--- src/rtl/rs232_byte_fifo_if.sv ---
// Byte handshake bundle between rs232_des, the byte FIFO and rs232_ser.
// The FIFO uses the slave view; the surrounding logic (or a bench) uses master.
interface rs232_byte_fifo_if #(
  parameter int P_DEPTH_LOG2 = 4
);
  logic [7:0]            in_data;
  logic                  in_req;
  logic                  in_ack;
  logic [7:0]            out_data;
  logic                  out_req;
  logic                  out_ack;
  logic [P_DEPTH_LOG2:0] count;
  logic                  overflow;

  modport slave (
    input  in_data, in_req, out_ack,
    output in_ack, out_data, out_req, count, overflow
  );

  modport master (
    output in_data, in_req, out_ack,
    input  in_ack, out_data, out_req, count, overflow
  );
endinterface

--- src/rtl/rs232_byte_fifo.sv ---
// Elastic byte buffer between the RS232 deserializer and serializer.
// req/ack on both sides; bytes arriving while full are dropped and flagged in a sticky overflow.
module rs232_byte_fifo #(
  parameter int P_DEPTH_LOG2 = 4
) (
  input  logic              clk,
  input  logic              rst_n,
  rs232_byte_fifo_if.slave  bus
);
  localparam int DEPTH = 1 << P_DEPTH_LOG2;
  localparam logic [P_DEPTH_LOG2:0] FULL = (P_DEPTH_LOG2 + 1)'(DEPTH);

  typedef enum logic {
    IN_IDLE,
    IN_WAIT
  } in_state_t;

  typedef enum logic [1:0] {
    OUT_IDLE,
    OUT_REQ,
    OUT_GAP
  } out_state_t;

  logic [7:0]              mem [DEPTH];
  logic [P_DEPTH_LOG2-1:0] wr_ptr;
  logic [P_DEPTH_LOG2-1:0] rd_ptr;
  logic [P_DEPTH_LOG2:0]   count_q;
  logic                    in_ack_q;
  logic                    out_req_q;
  logic [7:0]              out_data_q;
  logic                    overflow_q;

  in_state_t  in_state, in_next;
  out_state_t out_state, out_next;

  logic push;
  logic drop;
  logic in_ack_d;
  logic load;
  logic pop;

  // Input side: one byte per in_req assertion; full test uses count at the start of the cycle.
  always_comb begin
    in_next  = in_state;
    push     = 1'b0;
    drop     = 1'b0;
    in_ack_d = 1'b0;
    case (in_state)
      IN_IDLE: begin
        if (bus.in_req) begin
          in_ack_d = 1'b1;
          in_next  = IN_WAIT;
          if (count_q < FULL) push = 1'b1;
          else                drop = 1'b1;
        end
      end
      IN_WAIT: begin
        if (!bus.in_req) in_next = IN_IDLE;
      end
      default: in_next = IN_IDLE;
    endcase
  end

  // Output side: present, wait for ack, then one idle gap cycle before the next byte.
  always_comb begin
    out_next = out_state;
    load     = 1'b0;
    pop      = 1'b0;
    case (out_state)
      OUT_IDLE: begin
        if (count_q != '0) begin
          load     = 1'b1;
          out_next = OUT_REQ;
        end
      end
      OUT_REQ: begin
        if (bus.out_ack) begin
          pop      = 1'b1;
          out_next = OUT_GAP;
        end
      end
      OUT_GAP:  out_next = OUT_IDLE;
      default:  out_next = OUT_IDLE;
    endcase
  end

  always_ff @(posedge clk or negedge rst_n) begin
    if (!rst_n) begin
      in_state   <= IN_IDLE;
      out_state  <= OUT_IDLE;
      in_ack_q   <= 1'b0;
      out_req_q  <= 1'b0;
      out_data_q <= 8'h00;
      overflow_q <= 1'b0;
      wr_ptr     <= '0;
      rd_ptr     <= '0;
      count_q    <= '0;
    end else begin
      in_state  <= in_next;
      out_state <= out_next;
      in_ack_q  <= in_ack_d;
      if (load) begin
        out_req_q  <= 1'b1;
        out_data_q <= mem[rd_ptr];
      end else if (pop) begin
        out_req_q <= 1'b0;
      end
      if (drop) overflow_q <= 1'b1;
      if (push) wr_ptr <= wr_ptr + 1'b1;
      if (pop)  rd_ptr <= rd_ptr + 1'b1;
      case ({push, pop})
        2'b10:   count_q <= count_q + 1'b1;
        2'b01:   count_q <= count_q - 1'b1;
        default: count_q <= count_q;
      endcase
    end
  end

  // Storage holds no reset; only the pointers and count define what is valid.
  always_ff @(posedge clk) begin
    if (push) mem[wr_ptr] <= bus.in_data;
  end

  assign bus.in_ack   = in_ack_q;
  assign bus.out_req  = out_req_q;
  assign bus.out_data = out_data_q;
  assign bus.count    = count_q;
  assign bus.overflow = overflow_q;
endmodule

--- src/flat_wrapper.sv ---
// flat-port wrapper written by rule: the top's interface ports become plain ports
module rs232_byte_fifo_flat 
#(
  parameter int P_DEPTH_LOG2 = 4
)
  (clk, rst_n, bus_in_data, bus_in_req, bus_out_ack, bus_in_ack, bus_out_data, bus_out_req, bus_count, bus_overflow);
  rs232_byte_fifo_if #(.P_DEPTH_LOG2(P_DEPTH_LOG2)) bus_i ();
  input  logic clk;
  input  logic rst_n;
  input wire logic [$bits(bus_i.in_data)-1:0] bus_in_data;
  input wire logic [$bits(bus_i.in_req)-1:0] bus_in_req;
  input wire logic [$bits(bus_i.out_ack)-1:0] bus_out_ack;
  output wire logic [$bits(bus_i.in_ack)-1:0] bus_in_ack;
  output wire logic [$bits(bus_i.out_data)-1:0] bus_out_data;
  output wire logic [$bits(bus_i.out_req)-1:0] bus_out_req;
  output wire logic [$bits(bus_i.count)-1:0] bus_count;
  output wire logic [$bits(bus_i.overflow)-1:0] bus_overflow;
  assign bus_i.in_data = bus_in_data;
  assign bus_i.in_req = bus_in_req;
  assign bus_i.out_ack = bus_out_ack;
  assign bus_in_ack = bus_i.in_ack;
  assign bus_out_data = bus_i.out_data;
  assign bus_out_req = bus_i.out_req;
  assign bus_count = bus_i.count;
  assign bus_overflow = bus_i.overflow;
  rs232_byte_fifo #(.P_DEPTH_LOG2(P_DEPTH_LOG2)) u_core (.clk(clk), .rst_n(rst_n), .bus(bus_i));
endmodule
--- config.mk ---
export PLATFORM = sky130hd
export DESIGN_NAME = rs232_byte_fifo_flat
export DESIGN_NICKNAME = d
export VERILOG_FILES = /design/src/rtl/rs232_byte_fifo_if.sv /design/src/rtl/rs232_byte_fifo.sv /design/src/flat_wrapper.sv
export SDC_FILE = /design/constraint.sdc
export NUM_CORES = 1
export LEC_CHECK = 0
export ABC_CLOCK_PERIOD_IN_PS = 3000
export CORE_MARGIN = 1
export CORE_UTILIZATION = 50
export CTS_CLUSTER_DIAMETER = 40
export DETAILED_ROUTE_END_ITERATION = 6
export HOLD_SLACK_MARGIN = 0.15
export PLACE_DENSITY = 0.64
export SLEW_MARGIN = 10
export SYNTH_ARGS = -nofsm -noshare
export SYNTH_HDL_FRONTEND = slang
export SYNTH_SLANG_ARGS = --single-unit
export TNS_END_PERCENT = 100
--- constraint.sdc ---
create_clock -name clk -period 3 [get_ports clk]
set_input_delay 0.75 -clock clk [delete_from_list [all_inputs] [get_ports clk]]
set_output_delay 0.75 -clock clk [all_outputs]
set_load 0.02 [all_outputs]
==> Word-level counts from Yosys, hierarchy flattened <==
Memories as Yosys holds them, arrays and structs flattened. A register that Yosys moved wholly into a read port is not among the register bits.
Cells that the tools add are included.
{ "totals": {"ram_bits": 128, "romBits": 0, "reg_bits": 19, "in_bits": 12, "out_inout_bits": 16, "mem_count": 1, "latch_bits": 0, "wordCells": 45} }
{ "op_classes": {"shift": 0, "eq_ne": 5, "magnitude_cmp": 1, "mux": 20, "addsub": 4, "bitwise": 0, "n_mul": 0, "reduce_logical": 6, "n_div": 0} }
{ "memory_table": {"columns": ["memory", "depth", "width", "read_ports", "rd_clocked_by_memory_dff", "wr", "line", "source"], "rows": [
  ["u_core.mem", 16, 8, 1, 1, 1, "rs232_byte_fifo.sv:24", "logic [7:0] mem [DEPTH];"]
]} }
{ "op_table": {"columns": ["operator", "n"], "rows": [
  ["$mux 1", 16],
  ["$pmux 5 s2", 1],
  ["$add 4x1->4 const B", 2],
  ["$add 5x1->5 const B", 1],
  ["$lt 5x5->1 const B", 1],
  ["$reduce_bool 5->1", 1],
  ["$sub 5x1->5 const B", 1],
  ["$eq 2x1->1 const B", 2],
  ["$mux 2", 2],
  ["$pmux 2 s2", 1],
  ["$reduce_bool 2->1", 2],
  ["$eq 2x2->1 const B", 1],
  ["$logic_not 2->1", 1],
  ["$ne 2x1->1 const B", 1],
  ["$ne 2x2->1 const B", 1],
  ["$reduce_and 2->1", 1],
  ["$logic_not 1->1", 1]
]} }

==> Depth between registers and ports, before layout <==
Gate-level depths: netlist of the first run.
{ "logic_depth": {"depth_word": 6, "mapped_depth": 10} }

==> Least setup slack after synthesis of the first run <==
No wires, ideal clock.
{ "synth_path": {"kind": "input to register", "startpoint": "input port bus_in_req", "endpoint": "register u_core.count_q[4] (netlist: u_core.bus.count[4])", "arrival_time_ns": 2.579, "setup_time_ns": 0.081, "n_path_buf": 1, "t_required_ns": 2.919, "slack_ns": 0.341, "cell_stages": 10, "path_cell_list": "nor3b_2 > inv_1 > ha_1 > clkbuf_1 > xor2_1 > ha_1 > o21a_1 > o21a_1 > o32ai_1 > xor2_1"} }
{ "synth_via": {"elab_chain_cells": 4} }
{ "synth_lines": {"columns": ["element", "line", "source"], "rows": [
  ["from (decl)", "flat_wrapper.sv:11", "input wire logic [$bits(bus_i.in_req)-1:0] bus_in_req;"],
  ["$mux 1 *", "rs232_byte_fifo.sv:50", "if (bus.in_req) begin"],
  ["$mux 1 *", "rs232_byte_fifo.sv:48", "case (in_state)"],
  ["$eq 2x1->1 / $eq 2x2->1 (equally long branches)", "rs232_byte_fifo.sv:111", "case ({push, pop})"],
  ["$pmux 5 s2 / $reduce_bool 2->1 (equally long branches)", null, null],
  ["to (signal assigned)", "rs232_byte_fifo.sv:112", "2'b10: count_q <= count_q + 1'b1;"],
  ["to (signal assigned)", "rs232_byte_fifo.sv:113", "2'b01: count_q <= count_q - 1'b1;"],
  ["to (signal assigned)", "rs232_byte_fifo.sv:114", "default: count_q <= count_q;"],
  ["to (decl)", "rs232_byte_fifo.sv:27", "logic [P_DEPTH_LOG2:0] count_q;"]
]} }
Every way passes the cells marked *; elsewhere a longest branch is shown, timed or not.
A chain may end at the register's enable or synchronous reset.

==> Worst setup path in the final report of the first run <==
Ends and elaborated chain as after synthesis.

==> impl_metrics.csv, run 1 <==
group,metric,value,unit
outcome,outcome,"finished, final reports clean",
sta,fin_skew,0.0131,ns
floorplanning,die_h,115,µm
cells_and_area,nNetsFinal,396,
logic_synthesis,syn_nets,347,
logic_synthesis,synth_xor_area_share,1.64,%
clock_network,post_cts_buffers,0,
global_routing,overflow,0,
cells_and_area,drive_gt1_share,18.6,%
drt,wl_per_cell,20.1,µm
logic_synthesis,synth-compound-area-share,2.29,%
logic_synthesis,synth_top_area_cell,"edfxtp_1",
worst_setup_path,required,3.33,ns
clock_network,post_cts_resized,0,
worst_setup_path,worstPathArrival,2.81,ns
logic_synthesis,synth.area.mux_share,16.8,%
drt,wirelength,11.2,mm
drt,first_iter_violations,273,
drt,routed-wl-met2,5.39,mm
drt,wl_met3,288,µm
sta,finalSetupTns,0,ns
global_routing,antenna_found_initial,0,
cells_and_area,final_util,60.9,%
drt,dr_total_vias,3043,
hold_path,holdPathStages,1,
power_and_ir_drop,powerDensity,903,mW/mm²
logic_synthesis,yosys.area.top_type_share,60.0,%
logic_synthesis,synthTopCellsByArea,"edfxtp_1 60%, dfrtp_1 11%, mux4_1 9.0%",
drt,wl_met1,5.39,mm
job,maxCapViolations,0,
logic_synthesis,ys_ff_latch,155,
logic_synthesis,synthSimpleGateAreaFrac,4.45,%
drt,routed.top_layer,"met4",
worst_setup_path,cp-start-kind,"primary input",
clock_network,clkLatencyLatePin,0.42,ns
clock_network,cts_buffers,17,
floorplanning,io_pins,28,
floorplanning,start_util,52.2,%
logic_synthesis,syn_area,0.00640,mm²
worst_setup_path,rr_worst_depth,9,
sta,max_slew_margin,52.7,%
logic_synthesis,synth_top_family_by_area,"multiplexers",
cells_and_area,syn2layout_area_growth,16.5,%
global_routing,grt_pass1_vias,3041,
placed_design,post-dp-hpwl,6.98,mm
cells_and_area,antenna_cells,0,
sta,period_share,82.5,%
clock_network,h-tree-depth,4,
global_routing,grtUsageTotal,18.8,%
clock_network,clock-root-buffer,"clkbuf_16",
logic_synthesis,synth_area_per_cell,19.6,µm²
sta,achievable-frequency,404,MHz
global_routing,grt_max_degree,36,
floorplanning,die_area,0.0133,mm²
sta,hold_viol,0,
drt,drcViolationCount,0,
logic_synthesis,synth-adder-area-share,1.76,%
clock_network,cts_hold_buf,0,
power_and_ir_drop,worst_ir_drop_vdd,0.426,mV
worst_setup_path,crit_fanout,3,
sta,rsz0062_at_grt,"false",
drt,drtAntennaViolNets,0,
clock_network,cts_tree,"built",
global_routing,grt_pass1_wl,17.2,mm
clock_network,clock-sinks,155,
cells_and_area,n_fill_cell,909,
logic_synthesis,yosysSeqAreaShare,70.6,%
placed_design,gp_congestion,0.753,
drt,first_pass_iters,4,
sta,tightest_slew,0.710,ns
power_and_ir_drop,power.leakage,2.66,nW
drt,routed_via_density,5.47,
worst_setup_path,cp-end-kind,"flip-flop",
logic_synthesis,ys_types,40,
floorplanning,core_area,0.0123,mm²
worst_setup_path,criticalPathCategory,"primary input to flip-flop",
clock_network,clkSlewWorstSetupHoldPaths,0.05,ns
sta,slew_viol_final,0,
sta,fin_crit,2.48,ns
sta,setup_viol,0,
clock_network,clock_path_buffers,2,
logic_synthesis,synth_cells,326,
logic_synthesis,yosysWarnings,0,
floorplanning,die_w,115,µm
floorplanning,rows,40,
placed_design,io_buffers,27,
hold_path,hp-class,"flip-flop to flip-flop",
==> layer usage <==
metal | vias to the layer above | GRT usage [%]
met5 | - | 0
met4 | 0 | 6.75
met3 | 10 | 4.59
met2 | 50 | 29.2
met1 | 1581 | 26.1
li1 | 1402 | -
==> critical path, cell delays in order <==
cell and delay [ns]:
clkdlybuf4s50_1 0.50, nor3b_2 0.21, inv_1 0.08, ha_1 0.23
xor2_1 0.16, ha_1 0.22, o21a_1 0.17, o21a_1 0.16
o32ai_1 0.15, xor2_1 0.17
==> synthesized netlist by cell type, drive strengths merged <==
cell type    n
a211oi       1
a21o         2
a21oi        2
a311oi       1
a31oi        1
and2        16
and3         1
and3b        3
buf         12
clkbuf       5
dfrtp       27
edfxtp     128
ha           9
inv          4
mux2        10
mux2i       16
mux4        32
nand2       13
nand2b       1
nand4        2
nor2         4
nor2b        2
nor3         2
nor3b        3
o21a         2
o21ai       12
o32ai        1
or3b         1
or4          1
xnor2        6
xor2         6
==> flip-flops by register name, summed over array words and instances, names as in the netlist <==
| name | count |
|---|---|
| u_core.bus.in_ack | 1 |
| u_core.wr_ptr | 4 |
| u_core.rd_ptr | 4 |
| u_core.bus.overflow | 1 |
| u_core.bus.out_req | 1 |
| u_core.out_state | 2 |
| u_core.bus.out_data | 8 |
| u_core.mem | 128 |
| u_core.bus.count | 5 |
| u_core.in_state | 1 |
==> through the flow <==
step           setup WS [ns]  hold WS [ns]  area (µm²)  total power [mW]  std cells
2_1_floorplan          0.341         0.434        6400              4.25        326
3_3_place_gp           0.196         0.439        6900              4.75        524
3_5_place_dp           0.123         0.444        6900              4.78        524
4_1_cts                0.528         0.456        7460              6.81        556
5_1_grt                0.362         0.481        7460              7.06        556
6_report               0.525         0.454        7460              6.74        556
==> cell usage in the layout (no fill, tap or decap), types with 9 or more instances in the layout <==
cell type / n
nand2_1: 13
mux2i_1: 16
ha_1: 9
clkbuf_16: 17
mux4_2: 10
mux2_2: 10
clkdlybuf4s50_1: 27
and2_1: 16
dfrtp_1: 26
mux4_1: 22
buf_4: 19
edfxtp_1: 128
==> worst paths after layout <==
kind | from | endpoint | slack, ns
setup / recovery | bus_in_req | u_core.bus.count[4] | 0.52
hold / removal | u_core.bus.overflow | u_core.bus.overflow | 0.45
setup reg to reg | u_core.bus.count[4] | u_core.bus.count[4] | 0.85
hold reg to reg | u_core.bus.overflow | u_core.bus.overflow | 0.45
max in group asynchronous | rst_n | u_core.rd_ptr[0] | 2.01
min in group asynchronous | rst_n | u_core.wr_ptr[0] | 0.70
==> where the power goes <==
group          switching [mW]  internal [mW]  total, mW  leakage, nW
Sequential              0.236           2.55       2.79         1.47
Clock                   0.806           1.22       2.03        0.259
Combinational           0.922           1.00       1.92        0.927
Total                    1.96           4.78       6.74         2.66
==> layout make-up <==
type / count / area, µm² / share of cell area [%]
Sequential cell: 155 / 4520 / 60.6
Timing Repair Buffer: 47 / 433 / 5.80
Clock buffer: 21 / 440 / 5.90
Clock inverter: 11 / 120 / 1.61
Multi-Input combinational cell: 150 / 1730 / 23.1
Inverter: 4 / 15.0 / 0.201
Tap cell: 168 / 210 / 2.82
==> kinds of logic (layout without fill, tap and decap cells) <==
group           count (synthesis)  in the layout
compound gates                 22             22
xor+xnor                       12             12
fa+ha+maj                       9              9
buf+inv                        21             83
flops                         155            155
mux                            58             58
simple gates                   49             49
Note: power is estimated with default switching activity, not from simulation.
==> run 2, diff against run 1 <==
--- a/config.mk
+++ b/config.mk
@@ -5,7 +5,7 @@
 export SDC_FILE = /design/constraint.sdc
 export NUM_CORES = 1
 export LEC_CHECK = 0
-export ABC_CLOCK_PERIOD_IN_PS = 3000
+export ABC_CLOCK_PERIOD_IN_PS = 2500
 export CORE_MARGIN = 1
 export CORE_UTILIZATION = 50
 export CTS_CLUSTER_DIAMETER = 40
==> constraint.sdc (replaced) <==
create_clock -name clk -period 2.5 [get_ports clk]
set_input_delay 0.625 -clock clk [delete_from_list [all_inputs] [get_ports clk]]
set_output_delay 0.625 -clock clk [all_outputs]
set_load 0.02 [all_outputs]
==> run 2 against run 1 <==
Effect of this change:
- sequential power rose by 18%
- routed wire length fell by 7.6%
- cell count rose by 1.6%
- combinational power rose by 27%
- sequential share of layout area fell by 1.9 points
- cell area rose by 3.2%
- hold slack improved by 0.0061 ns
- die area did not move
- clock skew fell by 0.0060 ns
- critical path type unchanged
- clock power rose by 10%
- setup slack got worse by 0.33 ns
- largest power group unchanged
- global-route usage fell by 1.3 points
==> impl_metrics.csv, run 2 (synthesis results as in run 1) <==
group,metric,value,unit
power_and_ir_drop,p_int,5.59,mW
worst_setup_path,crit_chain,"clkdlybuf4s50_1, nor3b_4, inv_1, ha_1, xor2_1, ha_1, o21a_1, o21a_1, o32ai_1, xor2_1",
clock_network,h-tree-depth,4,
floorplanning,core_area,0.0123,mm²
global_routing,antenna_found_initial,0,
sta,max_slew_margin,64.7,%
worst_setup_path,criticalPathCategory,"primary input to flip-flop",
placed_design,placedCellCount,533,
cells_and_area,antenna_cells,0,
clock_network,clkSlewWorstSetupHoldPaths,0.06,ns
worst_setup_path,crit_fanout,3,
cells_and_area,final_cells,565,
clock_network,cts_buffers,17,
cells_and_area,n_fill_cell,871,
floorplanning,die_w,115,µm
cells_and_area,layout_commonest_cell,"edfxtp_1",
sta,hold_viol,0,
drt,routed-wl-met2,4.92,mm
floorplanning,start_util,52.2,%
floorplanning,rows,40,
drt,wirelength,10.3,mm
sta,fin_skew,0.00711,ns
worst_setup_path,slowest_stage,"clkdlybuf4s50_1",
sta,tightest_slew,0.527,ns
worst_setup_path,max_stage_delay,0.49,ns
worst_setup_path,rr_worst_depth,9,
worst_setup_path,required,2.84,ns
sta,rsz0062_at_grt,"false",
drt,wl_per_cell,18.3,µm
floorplanning,die_area,0.0133,mm²
clock_network,clkLatencyLatePin,0.41,ns
power_and_ir_drop,worst_ir_drop_vdd,0.535,mV
drt,wl_met3,284,µm
worst_setup_path,cp-end-kind,"flip-flop",
power_and_ir_drop,p_comb_share,30.6,%
clock_network,clock_path_buffers,2,
worst_setup_path,regToRegStartpoint,"u_core.bus.count[4]",
worst_setup_path,cp-start-kind,"primary input",
floorplanning,die_h,115,µm
drt,drcViolationCount,0,
cells_and_area,final_cell_area,0.00770,mm²
clock_network,post_cts_buffers,0,
global_routing,grt_max_degree,36,
power_and_ir_drop,p_switching,2.36,mW
cells_and_area,nNetsFinal,405,
power_and_ir_drop,switching_share,29.7,%
power_and_ir_drop,p_clk_share,28.1,%
power_and_ir_drop,power.leakage,2.75,nW
drt,wl_met1,5.01,mm
placed_design,io_buffers,27,
hold_path,holdPathStages,1,
cells_and_area,drive_gt1_share,21.2,%
power_and_ir_drop,power.sequential.fraction,41.2,%
sta,achievable-frequency,435,MHz
drt,dr_total_vias,3015,
hold_path,hp-class,"flip-flop to flip-flop",
global_routing,overflow,0,
placed_design,place_area,0.00718,mm²
hold_path,holdPathEnd,"u_core.bus.overflow",
power_and_ir_drop,powerDensity,1030,mW/mm²
sta,period_share,92.0,%
sta,setup_viol,0,
floorplanning,io_pins,28,
cells_and_area,syn2layout_area_growth,20.3,%
worst_setup_path,reg2reg_slack,0.48,ns
placed_design,gp_congestion,0.730,
worst_setup_path,r2r_end,"u_core.bus.count[4]",
drt,first_pass_iters,4,
clock_network,cts_hold_buf,0,
cells_and_area,final_cell_mix,"128 x edfxtp_1, 27 x clkdlybuf4s50_1, 26 x dfrtp_1, 22 x mux4_1",
clock_network,cts_tree,"built",
global_routing,grt_pass1_vias,2985,
drt,drtAntennaViolNets,0,
clock_network,clock-root-buffer,"clkbuf_16",
cells_and_area,regMostFlops,"u_core.mem",
global_routing,grtUsageTotal,17.5,%
placed_design,post-dp-hpwl,7.00,mm
clock_network,clock-sinks,155,
drt,routed.top_layer,"met4",
sta,slew_viol_final,0,
cells_and_area,largest_register_ffs,128,
global_routing,grt_pass1_wl,16.4,mm
worst_setup_path,worstPathArrival,2.64,ns
job,maxCapViolations,0,
clock_network,post_cts_resized,0,
drt,routed_via_density,5.34,
drt,first_iter_violations,205,
hold_path,min-delay-start,"u_core.bus.overflow",
outcome,outcome,"finished, final reports clean",
sta,fin_crit,2.30,ns
-- run 2: cell types whose count changed in the layout (fill, tap and decap cells not counted), moves of 2 or more --
cell        change
clkinv_4        +2
bufinv_16       -2
buf_12         +16
clkinvlp_4      -2
buf_4           -7
inv_6           +2
clkbuf_1        -3
clkinv_2        +3
-- run 2: worst max-delay path, delay by kind of cell --
family / cells / cell delay [ns]
buf+inv: 2 / 0.57
simple gates: 1 / 0.20
xor+xnor: 2 / 0.31
fa+ha+maj: 2 / 0.45
compound gates: 3 / 0.48
-- run 2: layer usage --
layer	track usage, %	up-vias
met2	26.9	46
met4	6.75	0
li1	-	1421
met3	4.74	9
met1	24.0	1539
met5	0	-
-- run 2: layout make-up --
type	instances	area, µm²	area share [%]
Clock buffer	18	429	5.57
Timing Repair Buffer	56	701	9.10
Inverter	4	15.0	0.195
Multi-Input combinational cell	150	1730	22.5
Tap cell	168	210	2.73
Clock inverter	14	95.1	1.23
Sequential cell	155	4520	58.7
-- run 2: power by group through the flow --
stage | Clock [mW] | Sequential, mW | Combinational [mW]
floorplan | 0 | 3.39 | 1.71
CTS | 2.29 | 3.28 | 2.47
global placement | 0 | 3.32 | 2.42
finish | 2.24 | 3.28 | 2.44
global route | 2.40 | 3.31 | 2.65
detailed placement | 0 | 3.34 | 2.46
-- run 2: metrics by stage --
stage / setup slack, ns / hold slack, ns / power, mW / TNS [ns] / util, %
floorplan: 0.0407 / 0.329 / 5.11 / 0 / -
global placement: -0.170 / 0.438 / 5.75 / -2.77 / 58.5
detailed placement: -0.238 / 0.447 / 5.79 / -2.92 / 58.5
CTS: 0.200 / 0.461 / 8.04 / 0 / 62.8
global route: 0.0489 / 0.469 / 8.37 / 0 / 62.8
finish: 0.199 / 0.460 / 7.96 / 0 / 62.8
-- run 2: worst max path at each step --
stage                           from             endpoint  slack, ns
after global placement    bus_in_req  u_core.bus.count[4]      -0.17
after floorplan           bus_in_req  u_core.bus.count[4]       0.04
after CTS                 bus_in_req  u_core.bus.count[4]       0.20
final                     bus_in_req  u_core.bus.count[4]       0.20
after global routing      bus_in_req  u_core.bus.count[4]       0.05
after detailed placement  bus_in_req  u_core.bus.count[4]      -0.24
==> run 3, diff against run 2 <==
--- a/config.mk
+++ b/config.mk
@@ -10,7 +10,8 @@
 export CORE_UTILIZATION = 50
 export CTS_CLUSTER_DIAMETER = 40
 export DETAILED_ROUTE_END_ITERATION = 6
-export HOLD_SLACK_MARGIN = 0.15
+export GPL_ROUTABILITY_DRIVEN = 0
+export HOLD_SLACK_MARGIN = 0.02
 export PLACE_DENSITY = 0.64
 export SLEW_MARGIN = 10
 export SYNTH_ARGS = -nofsm -noshare
==> constraint.sdc (replaced) <==
create_clock -name clk -period 2.5 [get_ports clk]
set_input_delay 0.25 -clock clk [delete_from_list [all_inputs] [get_ports clk]]
set_output_delay 0.25 -clock clk [all_outputs]
set_load 0.02 [all_outputs]
==> run 3 against run 2 <==
Effect of this change:
- hold slack worse by 0.25 ns
- largest power group unchanged
- cell area decreased by 3.5%
- die area is the same
==> impl_metrics.csv, run 3 (synthesis results as in run 1) <==
group,metric,value,unit
outcome,outcome,"finished, final reports clean",
worst_setup_path,crit_chain,"nor3b_2, inv_1, ha_1, xor2_1, ha_1, o21a_1, o21a_1, o32ai_1, xor2_1",
worst_setup_path,crit_fanout,3,
worst_setup_path,max_stage_delay,0.39,ns
drt,wl_per_cell,19.2,µm
sta,layout_setup_ws,0.463,ns
cells_and_area,antenna_cells,0,
drt,dr_total_vias,2990,
floorplanning,io_pins,28,
clock_network,h-tree-depth,4,
hold_path,hp-class,"primary input to async pin",
placed_design,io_buffers,27,
floorplanning,die_w,115,µm
clock_network,post_cts_buffers,0,
floorplanning,die_area,0.0133,mm²
cells_and_area,n_fill_cell,903,
worst_setup_path,required,2.84,ns
global_routing,grtUsageTotal,18.4,%
global_routing,antenna_found_initial,0,
clock_network,clkSlewWorstSetupHoldPaths,0.06,ns
clock_network,cts_hold_buf,0,
sta,setup_viol,0,
clock_network,cts_buffers,17,
cells_and_area,syn2layout_area_growth,16.0,%
sta,slew_viol_final,0,
power_and_ir_drop,power.leakage,2.65,nW
cells_and_area,drive_gt1_share,18.3,%
clock_network,clock_path_buffers,2,
global_routing,grt_pass1_wl,17.1,mm
cells_and_area,nNetsFinal,395,
worst_setup_path,worstPathArrival,2.38,ns
worst_setup_path,cp-end-kind,"flip-flop",
drt,drcViolationCount,0,
floorplanning,rows,40,
cells_and_area,largest_register_ffs,128,
global_routing,grt_max_degree,36,
worst_setup_path,cp_num_buf_inv,1,
floorplanning,core_area,0.0123,mm²
drt,first_iter_violations,128,
floorplanning,die_h,115,µm
drt,wirelength,10.7,mm
drt,drtAntennaViolNets,0,
power_and_ir_drop,worst_ir_drop_vdd,0.588,mV
sta,fin_skew,0.00756,ns
cells_and_area,final_cell_mix,"128 x edfxtp_1, 27 x clkdlybuf4s50_1, 26 x dfrtp_1, 22 x mux4_1, 18 x buf_4",
drt,routed_via_density,5.39,
job,maxCapViolations,0,
worst_setup_path,slowest_stage,"dfrtp_1",
clock_network,post_cts_resized,0,
sta,hold_viol,0,
clock_network,clkLatencyLatePin,0.42,ns
sta,finalSetupTns,0,ns
floorplanning,start_util,52.2,%
sta,fin_crit,2.04,ns
power_and_ir_drop,powerDensity,1080,mW/mm²
global_routing,overflow,0,
cells_and_area,final_cells,555,
sta,rsz0062_at_grt,"false",
worst_setup_path,crit_family,"compound AO/OA/AOI/OAI gates",
placed_design,placedCellCount,523,
clock_network,clock-root-buffer,"clkbuf_16",
sta,achievable-frequency,491,MHz
worst_setup_path,cp-start-kind,"flip-flop",
cells_and_area,regMostFlops,"u_core.mem",
placed_design,post-dp-hpwl,6.96,mm
sta,max_slew_margin,62.0,%
clock_network,clock-sinks,155,
worst_setup_path,criticalPathCategory,"flip-flop to flip-flop",
sta,period_share,81.5,%
global_routing,grt_pass1_vias,3087,
clock_network,cts_tree,"built",
drt,first_pass_iters,4,
cells_and_area,layout_commonest_cell,"edfxtp_1",
sta,holdWs,0.206,ns
placed_design,place_ws,0.0808,ns
sta,tightest_slew,0.569,ns
-- run 3: cell types whose count changed in the layout (fill, tap and decap cells not counted), sizes merged --
cell and change:
clkinv -1, buf -10, clkinvlp -1, bufinv +1
inv -2, clkbuf +3
-- run 3: final cells by class --
| type | instances | area [µm²] | area share [%] |
|---|---|---|---|
| Timing Repair Buffer | 46 | 425 | 5.72 |
| Inverter | 4 | 15.0 | 0.202 |
| Sequential cell | 155 | 4520 | 60.8 |
| Clock inverter | 11 | 95.1 | 1.28 |
| Clock buffer | 21 | 440 | 5.93 |
| Tap cell | 168 | 210 | 2.83 |
| Multi-Input combinational cell | 150 | 1730 | 23.2 |
-- run 3: metal layers --
| layer | vias to the layer above | GRT usage, % | wire length [µm] |
|---|---|---|---|
| li1 | 1396 | - | - |
| met1 | 1528 | 25.4 | 5200 |
| met4 | 0 | 8.31 | 175 |
| met2 | 54 | 27.9 | 4940 |
| met3 | 12 | 4.59 | 355 |
| met5 | - | 0 | 0 |
-- run 3: report_power, final --
group	switching [mW]	total, mW	leakage, nW	internal, mW
Clock	0.963	2.33	0.261	1.36
Combinational	1.17	2.39	0.921	1.22
Sequential	0.213	3.28	1.47	3.07
-- run 3: per-stage QoR --
| stage | power, mW | util, % | cell area, µm² |
|---|---|---|---|
| finish | 7.99 | 60.6 | 7430 |
| global placement | 5.73 | 56.2 | 6900 |
| global route | 8.39 | 60.6 | 7430 |
| floorplan | 5.10 | - | 6400 |
| detailed placement | 5.75 | 56.2 | 6900 |
| CTS | 8.07 | 60.6 | 7430 |
-- run 3: worst paths after layout --
kind	to	slack (ns)	from	depth (start not counted)
worst min-delay path	u_core.bus.count[3]	0.21	rst_n	2
worst max register to register	u_core.bus.count[4]	0.46	u_core.bus.count[4]	9
max in group asynchronous	u_core.rd_ptr[0]	2.01	rst_n	2
worst min register to register	u_core.bus.overflow	0.45	u_core.bus.overflow	1
worst max-delay path	u_core.bus.count[4]	0.46	u_core.bus.count[4]	9
min in group clk	u_core.in_state	0.33	bus_in_req	1
